<file path="src/rtl/ups_ca4l_regbank.sv">
// ups_ca4l_regbank: AXI4-Lite slave register bank on the ca4l PS master port.
//   NUM_CTRL read/write control words followed by NUM_STAT read-only status words.
//   Byte strobes on writes, AW and W captured independently, SLVERR for stat/unmapped writes.
// Ports:
//   fclk, rstb                  clock, async active-low reset
//   ca4l_aw*/w*/b*/ar*/r*       AXI4-Lite slave channels (awprot/arprot ignored)
//   ctrl_o                      control words, word k at [k*DATA_W +: DATA_W]
//   ctrl_wr_o                   1-cycle pulse per control word written with OKAY
//   stat_i                      status words, sampled at the AR handshake
//   stat_rd_o                   1-cycle pulse per status word read
//   led                         low LED_W bits of control word 0
module ups_ca4l_regbank #(
    parameter int unsigned       ADDR_W   = 32,
    parameter int unsigned       DATA_W   = 32,
    parameter int unsigned       NUM_CTRL = 8,
    parameter int unsigned       NUM_STAT = 8,
    parameter int unsigned       LED_W    = 4,
    parameter logic [DATA_W-1:0] CTRL_RST = '0
) (
    input  logic                                             fclk,
    input  logic                                             rstb,
    input  logic [ADDR_W-1:0]                                ca4l_awaddr,
    input  logic [2:0]                                       ca4l_awprot,
    input  logic                                             ca4l_awvalid,
    output logic                                             ca4l_awready,
    input  logic [DATA_W-1:0]                                ca4l_wdata,
    input  logic [DATA_W/8-1:0]                              ca4l_wstrb,
    input  logic                                             ca4l_wvalid,
    output logic                                             ca4l_wready,
    output logic [1:0]                                       ca4l_bresp,
    output logic                                             ca4l_bvalid,
    input  logic                                             ca4l_bready,
    input  logic [ADDR_W-1:0]                                ca4l_araddr,
    input  logic [2:0]                                       ca4l_arprot,
    input  logic                                             ca4l_arvalid,
    output logic                                             ca4l_arready,
    output logic [DATA_W-1:0]                                ca4l_rdata,
    output logic [1:0]                                       ca4l_rresp,
    output logic                                             ca4l_rvalid,
    input  logic                                             ca4l_rready,
    output logic [NUM_CTRL*DATA_W-1:0]                       ctrl_o,
    output logic [NUM_CTRL-1:0]                              ctrl_wr_o,
    input  logic [((NUM_STAT > 0) ? NUM_STAT : 1)*DATA_W-1:0] stat_i,
    output logic [((NUM_STAT > 0) ? NUM_STAT : 1)-1:0]       stat_rd_o,
    output logic [LED_W-1:0]                                 led
);

    localparam int unsigned STRB_W   = DATA_W / 8;
    localparam int unsigned ADDR_LSB = $clog2(STRB_W);
    localparam int unsigned NUM_W    = NUM_CTRL + NUM_STAT;
    localparam int unsigned IDX_W    = (NUM_W > 1) ? $clog2(NUM_W) : 1;
    localparam int unsigned STAT_N   = (NUM_STAT > 0) ? NUM_STAT : 1;
    localparam logic [1:0]  RESP_OK  = 2'b00;
    localparam logic [1:0]  RESP_ERR = 2'b10;

    // Word index within the aliased window; a single-word bank decodes everything to word 0.
    function automatic logic [IDX_W-1:0] addr_idx(input logic [ADDR_W-1:0] a);
        if (NUM_W == 1) return '0;
        return a[ADDR_LSB +: IDX_W];
    endfunction

    logic                r_run;
    logic                r_aw_held;
    logic [IDX_W-1:0]    r_aw_idx;
    logic                r_w_held;
    logic [DATA_W-1:0]   r_wdata;
    logic [STRB_W-1:0]   r_wstrb;
    logic                r_bvalid;
    logic [1:0]          r_bresp;
    logic                r_rvalid;
    logic [DATA_W-1:0]   r_rdata;
    logic [1:0]          r_rresp;
    logic [DATA_W-1:0]   r_ctrl [NUM_CTRL];
    logic [NUM_CTRL-1:0] r_wr_pulse;
    logic [STAT_N-1:0]   r_rd_pulse;

    logic                w_awready;
    logic                w_wready;
    logic                w_arready;
    logic                w_aw_hs;
    logic                w_w_hs;
    logic                w_ar_hs;
    logic                w_commit;
    logic [IDX_W-1:0]    w_cm_idx;
    logic [DATA_W-1:0]   w_cm_data;
    logic [STRB_W-1:0]   w_cm_strb;
    logic                w_cm_ctrl;
    logic [NUM_CTRL-1:0] w_cm_sel;
    logic [IDX_W-1:0]    w_ar_idx;
    logic [DATA_W-1:0]   w_rd_data;
    logic                w_rd_err;
    logic [STAT_N-1:0]   w_rd_stat;
    logic                w_unused;

    assign w_awready = r_run & ~r_aw_held & ~r_bvalid;
    assign w_wready  = r_run & ~r_w_held & ~r_bvalid;
    assign w_arready = r_run & ~r_rvalid;
    assign w_aw_hs   = ca4l_awvalid & w_awready;
    assign w_w_hs    = ca4l_wvalid & w_wready;
    assign w_ar_hs   = ca4l_arvalid & w_arready;

    // Commit as soon as both halves are present, whether held from earlier or arriving now.
    assign w_commit  = (r_aw_held | w_aw_hs) & (r_w_held | w_w_hs);
    assign w_cm_idx  = r_aw_held ? r_aw_idx : addr_idx(ca4l_awaddr);
    assign w_cm_data = r_w_held ? r_wdata : ca4l_wdata;
    assign w_cm_strb = r_w_held ? r_wstrb : ca4l_wstrb;
    assign w_cm_ctrl = 32'(w_cm_idx) < NUM_CTRL;
    assign w_ar_idx  = addr_idx(ca4l_araddr);

    // One-hot select of the control word targeted by a commit.
    always_comb begin
        w_cm_sel = '0;
        for (int unsigned k = 0; k < NUM_CTRL; k++) begin
            w_cm_sel[k] = w_commit & (32'(w_cm_idx) == k);
        end
    end

    // Read mux; reads the control words before any same-edge write lands.
    always_comb begin
        w_rd_data = '0;
        w_rd_err  = 1'b1;
        w_rd_stat = '0;
        for (int unsigned k = 0; k < NUM_CTRL; k++) begin
            if (32'(w_ar_idx) == k) begin
                w_rd_data = r_ctrl[k];
                w_rd_err  = 1'b0;
            end
        end
        for (int unsigned k = 0; k < NUM_STAT; k++) begin
            if (32'(w_ar_idx) == NUM_CTRL + k) begin
                w_rd_data    = stat_i[k*DATA_W +: DATA_W];
                w_rd_err     = 1'b0;
                w_rd_stat[k] = 1'b1;
            end
        end
    end

    // Readies held low through reset and for the first edge after release.
    always_ff @(posedge fclk or negedge rstb) begin
        if (!rstb) r_run <= 1'b0;
        else       r_run <= 1'b1;
    end

    // AW/W holding registers and write response.
    always_ff @(posedge fclk or negedge rstb) begin
        if (!rstb) begin
            r_aw_held  <= 1'b0;
            r_aw_idx   <= '0;
            r_w_held   <= 1'b0;
            r_wdata    <= '0;
            r_wstrb    <= '0;
            r_bvalid   <= 1'b0;
            r_bresp    <= RESP_OK;
            r_wr_pulse <= '0;
        end else begin
            r_wr_pulse <= '0;
            if (w_commit) begin
                r_aw_held  <= 1'b0;
                r_w_held   <= 1'b0;
                r_bvalid   <= 1'b1;
                r_bresp    <= w_cm_ctrl ? RESP_OK : RESP_ERR;
                r_wr_pulse <= w_cm_sel;
            end else begin
                if (w_aw_hs) begin
                    r_aw_held <= 1'b1;
                    r_aw_idx  <= addr_idx(ca4l_awaddr);
                end
                if (w_w_hs) begin
                    r_w_held <= 1'b1;
                    r_wdata  <= ca4l_wdata;
                    r_wstrb  <= ca4l_wstrb;
                end
                if (r_bvalid && ca4l_bready) r_bvalid <= 1'b0;
            end
        end
    end

    // Control words with byte-strobed update.
    always_ff @(posedge fclk or negedge rstb) begin
        if (!rstb) begin
            for (int unsigned k = 0; k < NUM_CTRL; k++) r_ctrl[k] <= CTRL_RST;
        end else begin
            for (int unsigned k = 0; k < NUM_CTRL; k++) begin
                if (w_cm_sel[k]) begin
                    for (int unsigned b = 0; b < STRB_W; b++) begin
                        if (w_cm_strb[b]) r_ctrl[k][8*b +: 8] <= w_cm_data[8*b +: 8];
                    end
                end
            end
        end
    end

    // Read response; data held until the R handshake.
    always_ff @(posedge fclk or negedge rstb) begin
        if (!rstb) begin
            r_rvalid   <= 1'b0;
            r_rdata    <= '0;
            r_rresp    <= RESP_OK;
            r_rd_pulse <= '0;
        end else begin
            r_rd_pulse <= '0;
            if (w_ar_hs) begin
                r_rvalid   <= 1'b1;
                r_rdata    <= w_rd_data;
                r_rresp    <= w_rd_err ? RESP_ERR : RESP_OK;
                r_rd_pulse <= w_rd_stat;
            end else if (r_rvalid && ca4l_rready) begin
                r_rvalid <= 1'b0;
            end
        end
    end

    for (genvar k = 0; k < NUM_CTRL; k++) begin : g_ctrl
        assign ctrl_o[k*DATA_W +: DATA_W] = r_ctrl[k];
    end

    assign ca4l_awready = w_awready;
    assign ca4l_wready  = w_wready;
    assign ca4l_arready = w_arready;
    assign ca4l_bvalid  = r_bvalid;
    assign ca4l_bresp   = r_bresp;
    assign ca4l_rvalid  = r_rvalid;
    assign ca4l_rdata   = r_rdata;
    assign ca4l_rresp   = r_rresp;
    assign ctrl_wr_o    = r_wr_pulse;
    assign stat_rd_o    = r_rd_pulse;
    assign led          = r_ctrl[0][LED_W-1:0];

    // Protection bits and address bits above the decode window are intentionally ignored.
    assign w_unused = ^{ca4l_awprot, ca4l_arprot, ca4l_awaddr, ca4l_araddr};

endmodule
</file>
<file path="config.mk">
export PLATFORM = sky130hd
export DESIGN_NAME = ups_ca4l_regbank
export DESIGN_NICKNAME = d
export VERILOG_FILES = /design/src/rtl/ups_ca4l_regbank.sv
export SDC_FILE = /design/constraint.sdc
export NUM_CORES = 1
export LEC_CHECK = 0
export CAP_MARGIN = 40
export CORE_AREA = 2 2 268 270
export DETAILED_ROUTE_END_ITERATION = 16
export DIE_AREA = 0 0 270 272
export PLACE_DENSITY = 0.57
export SYNTH_ARGS = -nofsm -noshare
export SYNTH_HDL_FRONTEND = slang
export SYNTH_SLANG_ARGS = --single-unit
</file>
<file path="constraint.sdc">
create_clock -name fclk -period 2.3 [get_ports fclk]
set_input_delay 0.69 -clock fclk [delete_from_list [all_inputs] [get_ports fclk]]
set_output_delay 0.69 -clock fclk [all_outputs]
set_load 0.1 [all_outputs]
</file>
==> results of run 1 <==
[worst max-delay path, cell delays in order]
cell	delay (ns)
sky130_fd_sc_hd__buf_6	0.28
sky130_fd_sc_hd__buf_12	0.19
sky130_fd_sc_hd__inv_2	0.06
sky130_fd_sc_hd__buf_4	0.25
sky130_fd_sc_hd__a31oi_1	0.65
sky130_fd_sc_hd__o21ai_0	0.26
sky130_fd_sc_hd__nor2_1	0.17
sky130_fd_sc_hd__a221o_1	0.15
[routing by layer]
| metal | part of all wire, % | track usage [%] | vias up | wire (microns) |
|---|---|---|---|---|
| met4 | 2.9 | 7.41 | 10 | 2750 |
| met2 | 47 | 41.7 | 793 | 45200 |
| met5 | 0.065 | 0 | - | 63 |
| met1 | 43 | 33.4 | 8895 | 41600 |
| met3 | 6.9 | 5.99 | 138 | 6610 |
| li1 | - | - | 7580 | - |
[state kept, by name (all words and copies together), names as in the netlist]
register     cells
ca4l_bvalid      1
r_wstrb          4
ca4l_rresp       1
ca4l_rvalid      1
r_aw_idx         4
ctrl_wr_o        8
ca4l_rdata      32
r_run            1
r_w_held         1
ca4l_bresp       1
stat_rd_o        8
r_aw_held        1
ctrl_o         256
r_wdata         32
[metrics by stage]
step | hold slack (ns) | worst slack, ns | power [W]
3_3_place_gp | 0.481 | -0.935 | 0.0354
6_report | 0.495 | 0.0439 | 0.0431
3_5_place_dp | 0.481 | -0.662 | 0.0356
2_1_floorplan | 0.394 | 0.130 | 0.0271
5_1_grt | 0.504 | 0.0131 | 0.0444
4_1_cts | 0.500 | 0.0211 | 0.0433
[worst paths after layout]
path / endpoint / slack, ns / depth (start not counted)
min in group asynchronous: ctrl_o[209] / 0.58 / 2
worst min register to register: ca4l_rresp[1] / 0.49 / 1
max in group asynchronous: ctrl_o[194] / 0.90 / 4
worst max-delay path: ca4l_rdata[27] / 0.04 / 8
worst min-delay path: ca4l_rresp[1] / 0.49 / 1
worst max register to register: ca4l_rdata[27] / 0.12 / 6
[repair_timing]
action	in CTS	in global routing
cloned	0	0
endpoints found under the hold margin	18	0
gates resized for setup	5	1
setup buffers	1	0
pin swaps	1	0
endpoints found under the setup margin	4	1
hold buffers	1	0
[kinds of logic (layout without fill, tap and decap cells)]
logic type	Yosys count	after routing	synth area share, %
AOI/OAI and AO/OA	415	415	15.9
other	2	7	0.0403
muxes	417	417	25.7
buffers and inverters	138	947	3.81
DFF	351	351	47.1
and+or+nand+nor	255	255	7.49
[cell usage in the layout (no fill, tap or decap), drive strengths merged, types with 6 or more instances in the layout]
cell type / instances
a221oi: 23
a221o: 6
nand2: 75
bufinv: 9
o22ai: 82
o21ai: 58
a31oi: 8
mux4: 13
dfrtp: 351
a22oi: 38
nand2b: 15
buf: 559
nand3b: 9
a32o: 6
nor3: 30
o221a: 18
nor2b: 26
o21a: 6
a21oi: 49
o2111ai: 23
nand3: 13
o2bb2ai: 18
inv: 12
mux2: 331
a21o: 19
a211oi: 28
a2111oi: 8
o211ai: 7
clkbuf: 60
clkdlybuf4s50: 301
nor2: 71
mux2i: 73
[area by class of cell]
cell class,count,area (sq um)
diodes,4,10.0
clock buffers,60,1210
clock inverters,16,318
fillers,6652,41100
inverters,10,37.5
multi-input cells,1090,9220
flip-flops and latches,351,8790
well taps,950,1190
repair buffers,861,8920
[power groups by stage]
stage	registers (W)	logic [W]	clock network, W
6_report	0.0106	0.0250	0.00748
5_1_grt	0.0108	0.0257	0.00790
4_1_cts	0.0106	0.0251	0.00765
3_5_place_dp	0.0106	0.0250	0
3_3_place_gp	0.0105	0.0248	0
2_1_floorplan	0.0225	0.00463	0
==> impl_results.rst, run 1 <==
.. list-table::
   :header-rows: 1

   * - Metric
     - Value
   * - Predominant post-synthesis flop cell
     - sky130_fd_sc_hd__dfrtp_1
   * - Number of instances in the placed design
     - 3260
   * - Share of total power consumed by net switching
     - between 50% and 60%
   * - Share of the cycle needed by the critical path after routing
     - 98.1%
   * - Antenna-violating nets left
     - 0
   * - Yosys top cell by area
     - sky130_fd_sc_hd__dfrtp_1
   * - Pin count of the biggest net entering global routing
     - just under 80
   * - Starting Density
     - between 20% and 30%
   * - Slew margin rel.
     - 44.0%
   * - Launch point of the worst path
     - ca4l_araddr[2]
   * - Proportion of synthesized chip area in sequential cells
     - 47.1%
   * - First-pass GRT wire length
     - approximately 140000 microns
   * - Power density over cell area
     - around 1500 mW/mm^2
   * - Leak
     - 13.6 nW
   * - TritonCTS clock tree
     - built
   * - Synth top area cells
     - sky130_fd_sc_hd__dfrtp_1 (47%), sky130_fd_sc_hd__mux2_2 (19%), sky130_fd_sc_hd__mux2i_1 (3.9%)
   * - Maximum vdd ir drop
     - roughly 1.1 mV
   * - Row count
     - between 90 and 100
   * - Number of clock sinks
     - roughly 350
   * - Unrepaired setup endpoints after global routing
     - false
   * - Power spent charging and discharging nets
     - about 0.023 W
   * - Post-synthesis to final-layout area growth
     - 59.2%
   * - Count of non-filler cells in the finished layout
     - between 3000 and 4000
   * - Via count
     - approximately 17000
   * - Startpoint-to-endpoint class of the critical path
     - in2reg
   * - Result of the run
     - complete, no violations
   * - Critical path required time
     - 2.79 ns
   * - Final WL
     - slightly below 100000 microns
   * - Dpl cell area
     - 0.0281 sq mm
   * - Accumulated negative setup slack
     - 0 ns
   * - Utilization after layout
     - 42.0%
   * - Synthesis Warnings
     - 0
   * - Synthesized instance count
     - approximately 1600
   * - Cell area after layout
     - ~0.030 sq mm
   * - Maximum achievable frequency
     - 443 MHz
   * - Placeable core area
     - 0.0708 sq mm
   * - Number of enable flip-flop cells after synthesis
     - 0
   * - Combinational fraction of design power
     - between 50 and 60%
   * - Share of synthesized registers carrying an async set or reset
     - 100%
   * - Via/cell ratio
     - around 5.2
   * - Critical path peak fanout
     - 16
   * - Area share of the largest cell type after synthesis
     - between 40 and 50%
   * - Most frequent cell after synthesis
     - sky130_fd_sc_hd__dfrtp_1
   * - Average wire per cell in the routed design
     - approximately 29 microns
   * - Number of nets in the final layout
     - around 2700
   * - Bufs on Longest Clock Path
     - 3
   * - Worst Setup Start Kind
     - input pin
   * - DRC violation count after routing
     - 0
   * - Die W
     - 270 microns
   * - Synth top cells by count
     - sky130_fd_sc_hd__dfrtp_1 (351), sky130_fd_sc_hd__mux2_2 (307), sky130_fd_sc_hd__o22ai_1 (82)
   * - First-pass detailed-route iteration total
     - 6
   * - Post-Synthesis Mean Instance Area
     - between 10 and 15 sq um
   * - Clock-pin slew on the worst setup and hold paths
     - 0.06 ns
   * - IO Port Bufs
     - between 600 and 700
   * - Clock network fraction of design power
     - between 10% and 20%
   * - Arrival time reported for the critical path endpoint
     - around 2.7 ns
   * - Final min period
     - between 2 and 2.5 ns
   * - Internal power of the cells
     - about 0.02 W
   * - Type of element capturing the critical path
     - register
   * - Max capacitance violation total
     - 0
   * - Yosys cell types
     - 66
   * - Final Wtd Congestion
     - between 0.9 and 1
   * - Count of endpoints failing hold in the final timing report
     - 0
   * - Post-synthesis sequential element count
     - 351
   * - Start point of the worst min-delay path
     - ca4l_rresp[1]
   * - Die Height
     - approximately 270 microns
   * - Measured slew at the worst slew-check pin
     - between 0.8 and 0.9 ns
   * - Post-Synthesis Cell Area
     - 0.0187 sq mm
   * - Vias in the first global route
     - approximately 18000
   * - Drt first-iter violations
     - approximately 1200
   * - Tightest Hold Check Type
     - reg2reg
   * - Share of power burned in registers
     - between 20% and 30%
   * - Number of buffers created by CTS
     - 42
   * - Number of antenna violations at the first check in global routing
     - 11
   * - HPWL after detailed placement
     - between 70000 and 80000 microns
   * - Source-to-sink clock delay at the later pin of the worst-skew pair
     - 0.57 ns
   * - Total setup violations reported at the end of the flow
     - 0
   * - Overall global routing resource usage
     - approximately a quarter
   * - Worst r2r src
     - r_run
   * - Ratio of cells with drive above 1 in the final layout
     - between 40 and 50%
   * - # IOs
     - around 700
   * - Grt ovf
     - 0
   * - Htree depth
     - 2
   * - Clock root buffer
     - sky130_fd_sc_hd__clkbuf_16
   * - Area of the die
     - 0.0734 sq mm
   * - Largest clock skew in the final design
     - about 0.025 ns
   * - Max-slew violation count
     - 0
Note: power is estimated with default switching activity, not from simulation.
==> inputs of run 2 (changes only) <==
--- a/config.mk
+++ b/config.mk
@@ -10,6 +10,7 @@
 export DETAILED_ROUTE_END_ITERATION = 16
 export DIE_AREA = 0 0 270 272
 export PLACE_DENSITY = 0.57
+export REMOVE_ABC_BUFFERS = 1
 export SYNTH_ARGS = -nofsm -noshare
 export SYNTH_HDL_FRONTEND = slang
 export SYNTH_SLANG_ARGS = --single-unit
==> impl_results.rst, run 2 (same netlist as run 1, synthesis figures left out) <==
.. list-table::
   :header-rows: 1

   * - Metric
     - Value
   * - Result of the run
     - finished, violations left
   * - Failing checks
     - negative setup slack
   * - Arrival time reported for the critical path endpoint
     - 2.88 ns
   * - Most frequent cells in the layout
     - sky130_fd_sc_hd__buf_4 (467), sky130_fd_sc_hd__dfrtp_1 (350), sky130_fd_sc_hd__mux2_2 (307)
   * - Max capacitance violation total
     - 0
   * - Unrepaired setup endpoints after global routing
     - false
   * - Setup slack at placement
     - -0.802 ns
   * - Number of clock sinks
     - ~350
   * - Max-slew violation count
     - 0
   * - First-pass GRT wire length
     - 135000 microns
   * - Critical path required time
     - between 2 and 3 ns
   * - Number of flip-flops in the largest register
     - around 260
   * - Largest clock skew in the final design
     - between 0.02 and 0.025 ns
   * - Number of antenna violations at the first check in global routing
     - 7
   * - Number of instances in the placed design
     - about 3300
   * - Worst r2r src
     - r_aw_held
   * - Utilization after layout
     - about two fifths
   * - Row count
     - a little under 100
   * - Final WL
     - about 96000 microns
   * - Combinational fraction of design power
     - 57.7%
   * - Via/cell ratio
     - around 5.2
   * - Die Height
     - approximately 270 microns
   * - Clock-pin slew on the worst setup and hold paths
     - 0.06 ns
   * - Power density over cell area
     - around 1400 mW/mm^2
   * - Critical path peak fanout
     - 11
   * - Clock network fraction of design power
     - 17.7%
   * - Share of power burned in registers
     - 24.6%
   * - Startpoint-to-endpoint class of the critical path
     - in2reg
   * - Measured slew at the worst slew-check pin
     - 0.821 ns
   * - Count of non-filler cells in the finished layout
     - roughly 3300
   * - Share of the cycle needed by the critical path after routing
     - 103%
   * - Share of total power consumed by net switching
     - 54.3%
   * - Pin count of the biggest net entering global routing
     - between 50 and 60
   * - Grt ovf
     - 0
   * - Bufs on Longest Clock Path
     - 3
   * - Internal power of the cells
     - 0.0190 W
   * - Power spent charging and discharging nets
     - around 0.023 W
   * - Average wire per cell in the routed design
     - 28.7 microns
   * - Total setup violations reported at the end of the flow
     - 1
   * - CTS Hold Bufs
     - 0
   * - Source-to-sink clock delay at the later pin of the worst-skew pair
     - slightly below 0.6 ns
   * - Via count
     - 17500
   * - Drt first-iter violations
     - between 1000 and 1500
   * - Ratio of cells with drive above 1 in the final layout
     - 44.2%
   * - Tightest Hold Check Type
     - in2async
   * - Worst Setup Start Kind
     - input pin
   * - Antenna-violating nets left
     - 0
   * - Final WS setup
     - -0.0790 ns
   * - Number of buffers created by CTS
     - 44
   * - Htree depth
     - 2
   * - Overall global routing resource usage
     - about a quarter
   * - Clock root buffer
     - sky130_fd_sc_hd__clkbuf_16
   * - DRC violation count after routing
     - 0
   * - Post-synthesis to final-layout area growth
     - 57.0%
   * - Die W
     - ~270 microns
   * - Slew margin rel.
     - between 40% and 50%
   * - TritonCTS clock tree
     - built
   * - First-pass detailed-route iteration total
     - 7
   * - Final min period
     - 2.38 ns
   * - Count of endpoints failing hold in the final timing report
     - 0
   * - Type of element capturing the critical path
     - register
   * - Starting Density
     - 26.4%
   * - Number of nets in the final layout
     - between 2000 and 3000
   * - Area of the die
     - between 0.07 and 0.08 sq mm
   * - Commonest non-fill, non-tap cell in the layout
     - sky130_fd_sc_hd__buf_4
   * - Placeable core area
     - just over 0.07 sq mm
   * - Launch point of the worst path
     - ca4l_araddr[4]
   * - HPWL after detailed placement
     - between 70000 and 80000 microns
   * - Final Wtd Congestion
     - roughly 0.94
   * - # IOs
     - around 690
   * - Overall power
     - around 0.042 W
   * - Maximum vdd ir drop
     - between 1 and 1.5 mV
   * - Maximum achievable frequency
     - ~420 MHz
   * - IO Port Bufs
     - slightly above 600
   * - Leak
     - about 14 nW
   * - Vias in the first global route
     - around 19000
[run 2: cell types whose count changed in the layout (fill, tap and decap cells not counted), moves of 4 or more]
| cell | change |
|---|---|
| sky130_fd_sc_hd__clkbuf_1 | -6 |
| sky130_fd_sc_hd__buf_12 | -42 |
| sky130_fd_sc_hd__buf_4 | +50 |
| sky130_fd_sc_hd__clkbuf_8 | +4 |
| sky130_fd_sc_hd__bufinv_16 | -4 |
| sky130_fd_sc_hd__inv_6 | +4 |
[run 2: power by group through the flow]
stage          clock network [W]  registers (W)  logic (W)
2_1_floorplan                  0         0.0227    0.00406
3_5_place_dp                   0         0.0103     0.0240
3_3_place_gp                   0         0.0102     0.0238
4_1_cts                  0.00755         0.0102     0.0241
6_report                 0.00736         0.0102     0.0240
5_1_grt                  0.00783         0.0105     0.0247
[run 2: cell type report]
class	instances	area (sq um)
inverter	10	37.5
clock buffer	59	1280
fill	6716	41500
sequential	351	8790
clock inverter	21	260
tap	950	1190
antenna	1	2.50
timing repair buffer	867	8470
multi-input combinational	1090	9270
[run 2: critical path, cell delays in order]
cell	delay (ns)
sky130_fd_sc_hd__buf_2	0.28
sky130_fd_sc_hd__buf_4	0.27
sky130_fd_sc_hd__nand3b_1	0.27
sky130_fd_sc_hd__buf_4	0.23
sky130_fd_sc_hd__o22ai_1	0.15
sky130_fd_sc_hd__a2111oi_0	0.10
sky130_fd_sc_hd__a221oi_2	0.64
sky130_fd_sc_hd__o21a_1	0.23
[run 2: path summary, 6_finish.rpt]
kind                                 endpoint  slack (ns)  cells past startpoint
worst max-delay path            ca4l_rdata[2]       -0.08                      8
worst min-delay path              ctrl_o[147]        0.07                      1
worst max register to register    ctrl_o[190]        0.13                      6
worst min register to register  ca4l_rresp[1]        0.50                      1
max in group asynchronous         ctrl_o[171]        1.49                      2
min in group fclk               ca4l_rresp[1]        0.50                      1
[run 2: stage by stage]
step / hold slack (ns) / TNS, ns / area [sq um]
2_1_floorplan: 0.394 / -143.12 / 18000
3_3_place_gp: 0.480 / -96.96 / 27600
3_5_place_dp: 0.478 / -100.63 / 27700
4_1_cts: 0.0455 / -0.0784 / 29300
5_1_grt: 0.0503 / 0 / 29300
6_report: 0.0661 / -0.0790 / 29300
[run 2: repair_timing]
| action | 4_1_cts | 5_1_grt |
|---|---|---|
| pin swaps | 3 | 1 |
| buffers inserted | 2 | 3 |
| resized for setup | 10 | 2 |
| endpoints found under the hold margin | 0 | 0 |
| endpoints found under the setup margin | 5 | 46 |
[run 2: layer usage]
layer | global-route usage (%) | part of all wire [%]
met1 | 31.4 | 40
met2 | 43.3 | 48
met3 | 6.49 | 8.0
met4 | 8.51 | 3.3
met5 | 0 | 0.053
